`src/rtl/shiftadd_mult_param.sv`:
```
// Sequential shift-and-add multiplier, one multiplier bit per clock, with
// unsigned or two's-complement operation selected per request.
module shiftadd_mult_param #(
  parameter int W = 4
) (
  input  logic           clk,
  input  logic           rst,
  input  logic           start,
  input  logic           signed_mode,
  input  logic [W-1:0]   a,
  input  logic [W-1:0]   b,
  output logic           busy,
  output logic           done,
  output logic [2*W-1:0] mul
);

  localparam int CW = (W > 2) ? $clog2(W) : 1;
  localparam logic [CW-1:0] LAST = CW'(W - 1);

  typedef enum logic [1:0] {
    IDLE,
    CALC,
    FIX
  } state_t;

  state_t         state, state_n;
  logic [2*W-1:0] acc, acc_n, mul_n;
  logic [W-1:0]   mcand, mcand_n, mplier, mplier_n;
  logic [CW-1:0]  count, count_n;
  logic           neg, neg_n, busy_n, done_n;
  logic [W-1:0]   mag_a, mag_b;

  // Signed operands are reduced to magnitudes; -2^(W-1) maps to 2^(W-1),
  // which still fits in W unsigned bits.
  always_comb begin
    mag_a = a;
    mag_b = b;
    if (signed_mode && a[W-1]) mag_a = ~a + 1'b1;
    if (signed_mode && b[W-1]) mag_b = ~b + 1'b1;
  end

  always_comb begin
    state_n  = state;
    acc_n    = acc;
    mcand_n  = mcand;
    mplier_n = mplier;
    count_n  = count;
    neg_n    = neg;
    busy_n   = busy;
    done_n   = 1'b0;
    mul_n    = mul;
    case (state)
      IDLE: begin
        if (start) begin
          state_n  = CALC;
          count_n  = '0;
          acc_n    = '0;
          mcand_n  = mag_a;
          mplier_n = mag_b;
          neg_n    = signed_mode & (a[W-1] ^ b[W-1]);
          busy_n   = 1'b1;
        end
      end
      CALC: begin
        if (mplier[0]) acc_n = acc + ({{W{1'b0}}, mcand} << count);
        mplier_n = mplier >> 1;
        count_n  = count + 1'b1;
        if (count == LAST) state_n = FIX;
      end
      FIX: begin
        mul_n   = neg ? (~acc + 1'b1) : acc;
        done_n  = 1'b1;
        busy_n  = 1'b0;
        state_n = IDLE;
      end
      default: state_n = IDLE;
    endcase
  end

  always_ff @(posedge clk) begin
    if (rst) begin
      state  <= IDLE;
      busy   <= 1'b0;
      done   <= 1'b0;
      mul    <= '0;
      count  <= '0;
      acc    <= '0;
      mcand  <= '0;
      mplier <= '0;
      neg    <= 1'b0;
    end else begin
      state  <= state_n;
      busy   <= busy_n;
      done   <= done_n;
      mul    <= mul_n;
      count  <= count_n;
      acc    <= acc_n;
      mcand  <= mcand_n;
      mplier <= mplier_n;
      neg    <= neg_n;
    end
  end

endmodule
```
`config.mk`:
```
export PLATFORM = sky130hd
export DESIGN_NAME = shiftadd_mult_param
export DESIGN_NICKNAME = d
export VERILOG_FILES = /design/src/rtl/shiftadd_mult_param.sv
export SDC_FILE = /design/constraint.sdc
export NUM_CORES = 1
export LEC_CHECK = 0
export ABC_CLOCK_PERIOD_IN_PS = 4800
export BUFFER_PORTS_ARGS = -buffer_cell sky130_fd_sc_hd__buf_2
export CELL_PAD_IN_SITES_DETAIL_PLACEMENT = 1
export CELL_PAD_IN_SITES_GLOBAL_PLACEMENT = 2
export CORE_MARGIN = 1
export CORE_UTILIZATION = 37
export DETAILED_ROUTE_END_ITERATION = 10
export PLACE_DENSITY = 0.86
export SLEW_MARGIN = 20
export SYNTH_ARGS = -nofsm -noshare
export SYNTH_HDL_FRONTEND = slang
export SYNTH_SLANG_ARGS = --single-unit
```
`constraint.sdc`:
```
create_clock -name clk -period 4.8 [get_ports clk]
set_input_delay 0.24 -clock clk [delete_from_list [all_inputs] [get_ports clk]]
set_output_delay 0.24 -clock clk [all_outputs]
set_load 0.02 [all_outputs]
```
==> impl_metrics.py <==
metrics = {
    "outcome": {
        "status": "completed",
    },
    "synth": {
        "synth_edf_count": 0,
        "yosys_warnings": 0,
        "ys_top_cells_by_area": "dfxtp_1 (36%), ha_1 (8.0%), nand2_1 (5.6%)",
        "avgSynthCellArea_um2": 8.597,
        "ys_seq_area_share_pct": 35.92,
        "synth_ff_type": "dfxtp_1",
        "synth.cell_area_mm2": 0.001728,
        "synthMostInstantiatedCell": "dfxtp_1",
        "ys_types": 42,
        "syn_nets": 225,
        "yosysTopAreaCellShare_pct": 35.92,
        "synth.largest_area_cell": "dfxtp_1",
        "ys_top_cells_by_count": "dfxtp_1 (31), nand2_1 (26), a21oi_1 (16)",
        "synth_seq_cells": 31,
        "ys_async_sr_fraction_pct": 0,
        "syn_inst": 201,
    },
    "place": {
        "dp_hpwl_um": 3115,
        "port_buffers": 21,
        "place_congestion": 0.9418,
        "dp_cells": 267,
    },
    "setup_path": {
        "cp-startpoint": "count[1]",
        "worstPathArrival_ps": 2660,
        "path_class": "register to register",
        "startpoint_type": "register",
        "r2r-start": "count[1]",
        "critical_path_required_ps": 5020,
        "critPathCaptureType": "register",
        "cp_max_fo": 10,
        "r2r_cells": 8,
    },
    "sta": {
        "max_freq_ghz": 0.4095,
        "slew_headroom_pct": 36.77,
        "skew_ps": 9.862,
        "maxSlewViolCount": 0,
        "rsz0062_at_grt": "no",
        "report.final.setup_viol": 0,
        "finalCritPeriodShare_pct": 50.87,
        "fin_tns_setup_ps": 0,
        "hold_viol": 0,
        "worst_pin_slew_ps": 944.4,
        "final.min_clock_period_ps": 2442,
    },
    "clock_tree": {
        "clock_latency_ps": 290,
        "cts_resized": 0,
        "clock-sinks": 31,
        "htreeDepth": 2,
        "cts_root_buffer": "clkbuf_8",
        "clk_pin_slew_ps": 70,
        "cts_buffer_depth": 2,
        "numCtsBuffers": 5,
        "cts_setup_buffers": 0,
        "hold_buffers": 0,
        "cts_tree": "yes",
    },
    "global_routing": {
        "overflow": 0,
        "grt_pass1_wl_um": 6920,
        "gr-usage-all-layers_pct": 17.89,
        "antenna_found_initial": 0,
        "grt_pass1_vias": 1486,
        "grt_max_degree": 23,
    },
    "die": {
        "num_io_pins": 22,
        "die-area_mm2": 0.004947,
        "die_w_um": 70.34,
        "start_util_pct": 39.14,
        "coreArea_mm2": 0.004414,
        "die_h_um": 70.34,
        "rows": 24,
    },
    "finish": {
        "nets": 246,
        "area_growth_pct": 13.11,
        "fin_cells": 275,
        "layout-drive-gt1-share_pct": 15.70,
        "antenna_cells": 0,
    },
    "route": {
        "vias_per_cell": 5.436,
        "dr.pass1.iters": 4,
        "drcViolationCount": 0,
        "ant_nets": 0,
        "wl_per_cell_um": 14.80,
        "vias": 1495,
        "routed_wl_um": 4071,
        "drtIter0Drc": 75,
    },
    "power": {
        "ir_drop_mv": 0.1062,
        "p_leak_nw": 0.8232,
        "power_density_mw_per_mm2": 278.8,
    },
    "worst_hold_path": {
        "hold-path-cell-count": 3,
        "hold_class": "input port to register",
        "hold_start": "a[0]",
    },
    "job": {
        "drv_cap": 0,
    },
}
sequential cells by signal (all words and copies together) (netlist names):
signal  cells
mul         8
count       2
busy        1
mplier      4
done        1
state       2
mcand       4
acc         8
neg         1
kinds of logic after synthesis:
kind of cell | after synthesis | share of synthesized area [%]
compound gates | 55 | 21.58
xor+xnor | 12 | 6.083
fa+ha+maj | 12 | 9.124
buf+inv | 17 | 3.838
flops | 31 | 35.92
mux | 7 | 4.200
simple gates | 67 | 19.26
metal layers:
| metal | GRT usage [%] | part of all wire [%] |
|---|---|---|
| met5 | 0 | 0 |
| met4 | 6.000 | 1.2 |
| met2 | 33.12 | 53 |
| met1 | 19.63 | 42 |
| met3 | 4.329 | 3.1 |
where the power goes:
group | internal, mW | switching, mW
Sequential | 0.265 | 0.0108
Clock | 0.101 | 0.102
Combinational | 0.0266 | 0.0392
Total | 0.393 | 0.152
final cells by class:
type	count	area [um2]
Clock buffer	6	72.57
Clock inverter	2	12.51
Fill cell	541	2460
Inverter	10	37.54
Multi-Input combinational cell	153	1041
Sequential cell	31	620.6
Tap cell	52	65.06
Timing Repair Buffer	21	105.1
through the flow:
stage                     setup WS (ps)  power (mW)  cell area [um2]  hold WS, ps  util, %
after global placement             2529      0.3438             1869        431.6    42.35
after floorplan                    2514      0.3266             1728        376.0        -
after global routing               2195      0.5722             1954        239.7    44.27
after detailed placement           2383      0.3484             1869        441.3    42.35
final                              2358      0.5449             1954        234.4    44.27
after CTS                          2361      0.5522             1954        237.7    44.27
placed cells by master, fill, tap and decap left out, types with 4 or more instances in the layout:
master	instances
a21oi_1	16
nand2_1	26
dfxtp_1	31
xor2_1	7
nor2_1	13
o31ai_1	4
or3_1	4
nand3_1	8
ha_1	11
mux2i_1	5
xnor2_1	5
clkbuf_8	5
inv_1	10
nor2b_1	4
o21ai_0	12
buf_2	21
path summary, 6_finish.rpt:
path | to | slack [ps]
max | acc[7] | 2360
min | mcand[0] | 230
max reg2reg | acc[7] | 2360
min reg2reg | mul[4] | 450
critical path: stages, from the launching register on:
cell and delay (ps):
dfxtp_1 530, mux2_2 400, nand2_1 60, o21ai_0 80, ha_1 400, o211ai_1 140, o21a_1 220, a221oi_1 330
mux2i_1 210
No activity file was read; power rests on OpenSTA's default activity.
